File: config.mk
export PLATFORM = sky130hd
export DESIGN_NAME = fifo_ctrl
export DESIGN_NICKNAME = d
export VERILOG_FILES = /design/src/rtl/fifo_pkg.sv /design/src/rtl/fifo_req_gen.sv /design/src/rtl/fifo_ctrl.sv
export SDC_FILE = /design/constraint.sdc
export NUM_CORES = 1
export LEC_CHECK = 0
export ABC_AREA = 1
export CORE_AREA = 2 2 50 52
export CTS_BUF_LIST = sky130_fd_sc_hd__clkbuf_2 sky130_fd_sc_hd__clkbuf_4 sky130_fd_sc_hd__clkbuf_8
export DETAILED_ROUTE_END_ITERATION = 7
export DIE_AREA = 0 0 52 54
export SYNTH_ARGS = -nofsm -noshare
export SYNTH_HDL_FRONTEND = slang
export SYNTH_HIERARCHICAL = 1
export SYNTH_SLANG_ARGS = --single-unit
File: constraint.sdc
create_clock -name clk -period 4.2 [get_ports clk]
set_clock_uncertainty 0.15 [all_clocks]
set_input_delay 0.42 -clock clk [delete_from_list [all_inputs] [get_ports clk]]
set_output_delay 0.42 -clock clk [all_outputs]
set_load 0.02 [all_outputs]
File: src/rtl/fifo_pkg.sv
// fifo_pkg: shared trigger-mode encodings and width helper for the FIFO controller
package fifo_pkg;
    localparam int FIFO_MODE_LEVEL = 0;
    localparam int FIFO_MODE_EDGE = 1;
    typedef enum logic {MODE_LEVEL = 1'b0, MODE_EDGE = 1'b1} fifo_mode_e;
    function automatic int clog2(input int n);
        int r;
        r = 0;
        for (int i = 0; i < 31; i++)
            if ((1 << i) < n) r = i + 1;
        return r;
    endfunction
endpackage

File: src/rtl/fifo_req_gen.sv
// fifo_req_gen: turns a trigger into a request, either on its rising edge or on every high cycle
module fifo_req_gen
    import fifo_pkg::*;
#(
    parameter int EDGE_MODE = FIFO_MODE_EDGE
)(
    input  logic clk,
    input  logic rst_n,
    input  logic trig,
    output logic req
);
    logic trig_q;
    always_ff @(posedge clk or negedge rst_n)
        if (!rst_n) trig_q <= 1'b0;
        else trig_q <= trig;
    assign req = (EDGE_MODE == FIFO_MODE_EDGE) ? trig & ~trig_q : trig;
endmodule

File: src/rtl/fifo_ctrl.sv
// fifo_ctrl: pointer, occupancy and flag controller driving an external FIFO RAM
module fifo_ctrl
    import fifo_pkg::*;
#(
    parameter int DEPTH = 4,
    parameter int AF_TH = DEPTH - 1,
    parameter int AE_TH = 1,
    parameter int EDGE_MODE = FIFO_MODE_EDGE,
    localparam int AW = clog2(DEPTH) < 1 ? 1 : clog2(DEPTH),
    localparam int CW = clog2(DEPTH + 1)
)(
    input  logic          clk,
    input  logic          rst_n,
    input  logic          trig_write,
    input  logic          trig_read,
    input  logic          flush,
    input  logic          err_clr,
    output logic          wr_en,
    output logic [AW-1:0] wr_addr,
    output logic [AW-1:0] rd_addr,
    output logic          rd_ack,
    output logic [CW-1:0] count,
    output logic          full,
    output logic          empty,
    output logic          almost_full,
    output logic          almost_empty,
    output logic          overflow,
    output logic          underflow
);
    logic          wr_req, rd_req, wr_acc, rd_acc;
    logic [AW-1:0] wr_ptr, rd_ptr;

    fifo_req_gen #(.EDGE_MODE(EDGE_MODE)) u_wr_gen (
        .clk(clk), .rst_n(rst_n), .trig(trig_write), .req(wr_req)
    );
    fifo_req_gen #(.EDGE_MODE(EDGE_MODE)) u_rd_gen (
        .clk(clk), .rst_n(rst_n), .trig(trig_read), .req(rd_req)
    );

    // a full FIFO still takes a write when a read frees a slot in the same cycle
    assign wr_acc = wr_req & (~full | rd_req) & ~flush;
    assign rd_acc = rd_req & ~empty & ~flush;
    assign wr_en = wr_acc;
    assign rd_ack = rd_acc;
    assign wr_addr = wr_ptr;
    assign rd_addr = rd_ptr;
    assign full = count == CW'(DEPTH);
    assign empty = count == '0;
    assign almost_full = count >= CW'(AF_TH);
    assign almost_empty = count <= CW'(AE_TH);

    // explicit wrap so non-power-of-two depths work
    function automatic logic [AW-1:0] inc(input logic [AW-1:0] p);
        return p == AW'(DEPTH - 1) ? '0 : p + AW'(1);
    endfunction

    always_ff @(posedge clk or negedge rst_n)
        if (!rst_n) begin
            wr_ptr <= '0;
            rd_ptr <= '0;
            count <= '0;
            overflow <= 1'b0;
            underflow <= 1'b0;
        end else begin
            if (flush) begin
                wr_ptr <= '0;
                rd_ptr <= '0;
                count <= '0;
            end else begin
                if (wr_acc) wr_ptr <= inc(wr_ptr);
                if (rd_acc) rd_ptr <= inc(rd_ptr);
                if (wr_acc != rd_acc) count <= wr_acc ? count + CW'(1) : count - CW'(1);
            end
            overflow <= ~err_clr & (overflow | (wr_req & ~wr_acc & ~flush));
            underflow <= ~err_clr & (underflow | (rd_req & ~rd_acc & ~flush));
        end
endmodule

==> impl_metrics.py, run 1 <==
metrics = {
    "status": {
        "status": "completed",
    },
    "clock_network": {
        "cts_resized": 0,
        "cts_made_buffers": 3,
        "clkLatencyLatePin_ps": 270,
        "cts_tree": "built",
        "cts_setup_buffers": 0,
        "root_buffer": "clkbuf_4",
        "clock-sinks": 11,
        "path_clk_slew_ps": 70,
        "cts_buffer_depth": 2,
        "htree_levels": 1,
        "postCtsHoldBufs": 0,
    },
    "routing": {
        "drt_iter0_drc": 4,
        "drtPass1Iterations": 4,
        "antenna_left": 0,
        "wl_microns": 1360,
        "routedWlPerCell_microns": 9.84,
        "post-route-drc-count": 0,
        "vias_per_cell": 4.41,
        "vias": 609,
    },
    "critical_path": {
        "timing.rr.start": "count[0]$_DFFE_PN0P_",
        "start_kind": "primary input",
        "cp_max_fo": 5,
        "crit_required_ps": 3630,
        "arrival_ps": 2180,
        "startpoint": "trig_read",
        "cp-end-kind": "primary output",
        "path_class": "in -> out",
    },
    "power": {
        "seq_power_share_pct": 29.2,
        "powerDensity_nw_per_um2": 507,
        "p_int_uw": 289,
        "p_comb_share_pct": 54.8,
        "irDropWorstVdd_mv": 0.242,
        "p_clk_share_pct": 16.0,
        "p_switching_uw": 214,
        "total_leakage_power_nw": 0.505,
        "total_power_uw": 503,
        "netSwitchingFraction_pct": 42.6,
    },
    "grt": {
        "grt_pass1_vias": 583,
        "grtUsageTotal_pct": 11.7,
        "grt_pass1_wl_microns": 2400,
        "grt.overflow.total": 0,
        "grt_max_degree": 13,
        "antenna_found_initial": 0,
    },
    "floorplan": {
        "start_util_pct": 31.9,
        "die-area_sq_um": 2810,
        "ioPinCount": 21,
        "die_y_microns": 54,
        "core_sq_um": 2320,
        "rows": 18,
        "die_w_microns": 52,
    },
    "yosys": {
        "yosysSeqAreaShare_pct": 37.2,
        "ys_ff_latch": 11,
        "synth_warnings": 6,
        "avgSynthCellArea_sq_um": 8.61,
        "syn_area_sq_um": 741,
        "yosysUniqueCellTypes": 22,
        "syn_nets": 99,
        "syn_inst": 86,
    },
    "sta": {
        "grt_setup_unrepaired": "false",
        "hold_ws_ps": 339,
        "fmax_mhz": 363,
        "period_needed_ps": 2750,
        "fin_tns_setup_ps": 0,
        "finalSetupViolations": 0,
        "timing.final.hold_violations": 0,
        "worst_pin_slew_ps": 514,
        "layout_setup_ws_ps": 1450,
        "final_max_slew_viol_count": 0,
        "period_share_pct": 65.5,
        "relSlewSlack_pct": 65.6,
    },
    "finish": {
        "final_common_cell": "clkdlybuf4s50_1",
        "regArea_sq_um": 275,
        "multiInputGateArea_sq_um": 387,
        "drive_gt1_share_pct": 21.3,
        "nFillCells": 245,
        "syn_to_final_growth_pct": 34.0,
        "n_antenna_cell": 0,
        "layout.nets": 122,
        "final_cell_mix": "clkdlybuf4s50_1 (20), inv_1 (14), nand2_1 (12), dfrtp_1 (11), nand3_1 (10)",
    },
    "placed_design": {
        "pre_cts_ws_ps": 1450,
        "port_buffers": 20,
        "gp_congestion": 0.736,
        "hpwl_microns": 1080,
    },
    "hold_path": {
        "hp-class": "in -> async",
    },
    "run": {
        "maxCapViolCount": 0,
    },
}
-- cells in the mapped netlist (all sizes together) --
master  number  area (sq um)
nor2         7          36.3
a21oi        3          15.0
o21ai        3          18.8
xor2         1          8.76
dfrtp       11           275
o31ai        1          7.51
buf          2          16.3
or2          1          6.26
nand2       20           120
ha           7          87.6
nand3       13          80.1
nand4        1          6.26
inv         16          62.6
-- power by group through the flow --
stage	logic (mW)	clock network (mW)	registers, mW
after detailed placement	0.279	0	0.149
after CTS	0.280	0.0843	0.147
after floorplan	0.171	0	0.159
after global routing	0.308	0.0889	0.150
final	0.276	0.0805	0.147
after global placement	0.278	0	0.148
-- path summary, 6_finish.rpt --
| check | endpoint | slack (ps) | cells past startpoint |
|---|---|---|---|
| setup / recovery | wr_en | 1450 | 8 |
| hold / removal | count[1]$_DFFE_PN0P_ | 340 | 1 |
| setup reg to reg | count[2]$_DFFE_PN0P_ | 2490 | 9 |
| hold reg to reg | underflow$_DFF_PN0_ | 370 | 2 |
| max in group asynchronous | rd_addr[1]$_DFFE_PN0P_ | 3220 | 1 |
| min in group clk | underflow$_DFF_PN0_ | 370 | 2 |
-- metal layers --
layer  routed length [microns]  GRT usage (%)  up-vias  part of all wire, %
met5                         0              0        -                    0
met2                       672           18.8       11                   49
met3                        55           2.78        2                  4.1
li1                          -              -      313                    -
met1                       618           14.4      283                   46
met4                        12           6.58        0                 0.88
-- area by class of cell --
type,count,share of cell area (%)
tap,30,3.78
clock buffer,4,3.03
inverter,16,6.31
multi-input combinational,57,39.0
timing repair buffer,20,20.2
sequential,11,27.7
-- worst max-delay path, cell delays in order --
cell	delay, ps
clkdlybuf4s50_1	470
inv_1	50
nor2_2	240
inv_2	60
nand3_2	100
nand3_1	130
inv_1	110
clkdlybuf4s50_1	600
-- kinds of logic after synthesis --
family | after synthesis | synth area share [%]
simple gates | 42 | 33.6
buf+inv | 18 | 10.6
flops | 11 | 37.2
compound gates | 7 | 5.57
fa+ha+maj | 7 | 11.8
xor+xnor | 1 | 1.18
-- registers in the layout (all words and copies together) (netlist names) --
signal,cells
wr_addr,2
rd_addr,2
u_wr_gen/trig_q,1
u_rd_gen/trig_q,1
count,3
underflow,1
overflow,1
-- through the flow --
step                      utilization (%)  std cells  cell area [sq um]
after floorplan                         -         86                741
after global placement               41.5        134                962
after detailed placement             41.5        134                962
after CTS                            42.8        138                992
after global routing                 42.8        138                992
final                                42.8        138                992
Note: power is estimated with default switching activity, not from simulation.
==> inputs of run 2 (changes only) <==
==> constraint.sdc (replaced) <==
create_clock -name clk -period 2.8 [get_ports clk]
set_clock_uncertainty 0.15 [all_clocks]
set_input_delay 0.28 -clock clk [delete_from_list [all_inputs] [get_ports clk]]
set_output_delay 0.28 -clock clk [all_outputs]
set_load 0.02 [all_outputs]
==> run 2 against run 1 <==
Power increased by 52%. Global-route usage is 1.6 points higher. Utilization increased by 0.65 points. First-iteration DRC count increased by 100%. Hold slack lost 140 ps. Register-to-register slack got worse by 1400 ps. Setup slack worse by 1200 ps. Final cell count grew 1.4%. Count of clock-buffer cells in the layout unchanged. Sequential power up 49%. Largest cell class unchanged. Largest power group unchanged.
==> impl_metrics.py, run 2 (synthesis results as in run 1) <==
metrics = {
    "status": {
        "status": "completed",
    },
    "sta": {
        "period_needed_ps": 2510,
        "fin_tns_setup_ps": 0,
        "relSlewSlack_pct": 65.5,
        "layout_setup_ws_ps": 293,
        "period_share_pct": 89.5,
        "grt_setup_unrepaired": "false",
        "fmax_mhz": 399,
        "worst_pin_slew_ps": 516,
        "timing.final.hold_violations": 0,
        "final_max_slew_viol_count": 0,
        "finalSetupViolations": 0,
    },
    "grt": {
        "grtUsageTotal_pct": 13.3,
        "grt_pass1_vias": 599,
        "antenna_found_initial": 0,
        "grt.overflow.total": 0,
        "grt_max_degree": 12,
        "grt_pass1_wl_microns": 2640,
    },
    "floorplan": {
        "die_w_microns": 52,
        "rows": 18,
        "die-area_sq_um": 2810,
        "die_y_microns": 54,
        "start_util_pct": 31.9,
        "ioPinCount": 21,
        "core_sq_um": 2320,
    },
    "finish": {
        "final_common_cell": "clkdlybuf4s50_1",
        "drive_gt1_share_pct": 22.7,
        "syn_to_final_growth_pct": 36.0,
        "layout.nets": 124,
        "fin_util_pct": 43.4,
        "top_register": "count",
        "largest_register_ffs": 3,
        "final_cell_mix": "clkdlybuf4s50_1 (20), inv_1 (14), nand2_1 (12), dfrtp_1 (11), nand3_1 (10)",
        "n_antenna_cell": 0,
    },
    "routing": {
        "vias_per_cell": 4.34,
        "routedWlPerCell_microns": 10.3,
        "drtPass1Iterations": 4,
        "antenna_left": 0,
        "drt_iter0_drc": 8,
        "wl_microns": 1440,
        "post-route-drc-count": 0,
        "vias": 608,
    },
    "clock_network": {
        "cts_buffer_depth": 2,
        "clock-sinks": 11,
        "cts_setup_buffers": 0,
        "root_buffer": "clkbuf_4",
        "cts_resized": 0,
        "htree_levels": 1,
        "path_clk_slew_ps": 70,
        "cts_made_buffers": 3,
        "clkLatencyLatePin_ps": 270,
        "cts_tree": "built",
        "postCtsHoldBufs": 0,
    },
    "critical_path": {
        "path_class": "reg -> out",
        "start_kind": "flop",
        "r2r_cells": 9,
        "cp-end-kind": "primary output",
        "arrival_ps": 2080,
        "r2r_setup_slack_ps": 1090,
        "r2r_end": "count[2]$_DFFE_PN0P_",
        "crit_required_ps": 2370,
        "cp_max_fo": 5,
        "timing.rr.start": "count[0]$_DFFE_PN0P_",
    },
    "placed_design": {
        "hpwl_microns": 1150,
        "gp_congestion": 0.748,
        "pre_cts_ws_ps": 323,
        "port_buffers": 20,
    },
    "power": {
        "total_leakage_power_nw": 0.515,
        "powerDensity_nw_per_um2": 756,
        "irDropWorstVdd_mv": 0.392,
    },
    "hold_path": {
        "hp-class": "in -> async",
    },
    "run": {
        "maxCapViolCount": 0,
    },
}
[run 2: changes by cell type in the layout (fill, tap and decap cells not counted), sizes merged]
| cell | before | now |
|---|---|---|
| buf | 0 | 2 |
[run 2: critical path, stage by stage (launching register included)]
cell,delay (ps)
dfrtp_1,420
inv_1,130
ha_1,290
nand3_2,130
nand3_1,130
inv_1,100
clkdlybuf4s50_1,600
[run 2: cell type report]
cell class / count / area (sq um)
clock buffers: 4 / 30.0
fillers: 240 / 1310
inverters: 16 / 62.6
multi-input cells: 57 / 387
flip-flops and latches: 11 / 275
well taps: 30 / 37.5
repair buffers: 22 / 215
[run 2: power breakdown]
group / switching [mW] / total [mW] / internal, mW
combinational: 0.237 / 0.424 / 0.186
sequential: 0.0346 / 0.219 / 0.184
clock: 0.0545 / 0.119 / 0.0648
total: 0.326 / 0.762 / 0.435
[run 2: metrics by stage]
stage | power, mW | cells | hold slack [ps] | instance area (sq um)
2_1_floorplan | 0.494 | 86 | -166 | 741
3_3_place_gp | 0.642 | 136 | 353 | 977
3_5_place_dp | 0.650 | 136 | 361 | 977
4_1_cts | 0.775 | 140 | 218 | 1010
5_1_grt | 0.830 | 140 | 236 | 1010
6_report | 0.762 | 140 | 199 | 1010
[run 2: per-layer routing]
metal	GRT usage, %	vias up	wire length, microns
met1	16.1	268	654
met3	2.50	4	51
li1	-	321	-
met2	20.7	15	679
met5	0	-	0
met4	10.5	0	57
[run 2: worst max-delay path by stage]
stage | start | cells after the start | slack [ps] | to
detailed placement | trig_read | 8 | 320 | wr_en
floorplan | count[0]$_DFFE_PN0P_ | 5 | 1060 | wr_en
global route | count[0]$_DFFE_PN0P_ | 6 | 130 | wr_en
finish | count[0]$_DFFE_PN0P_ | 6 | 290 | wr_en
global placement | trig_read | 8 | 370 | wr_en
CTS | count[0]$_DFFE_PN0P_ | 6 | 260 | wr_en
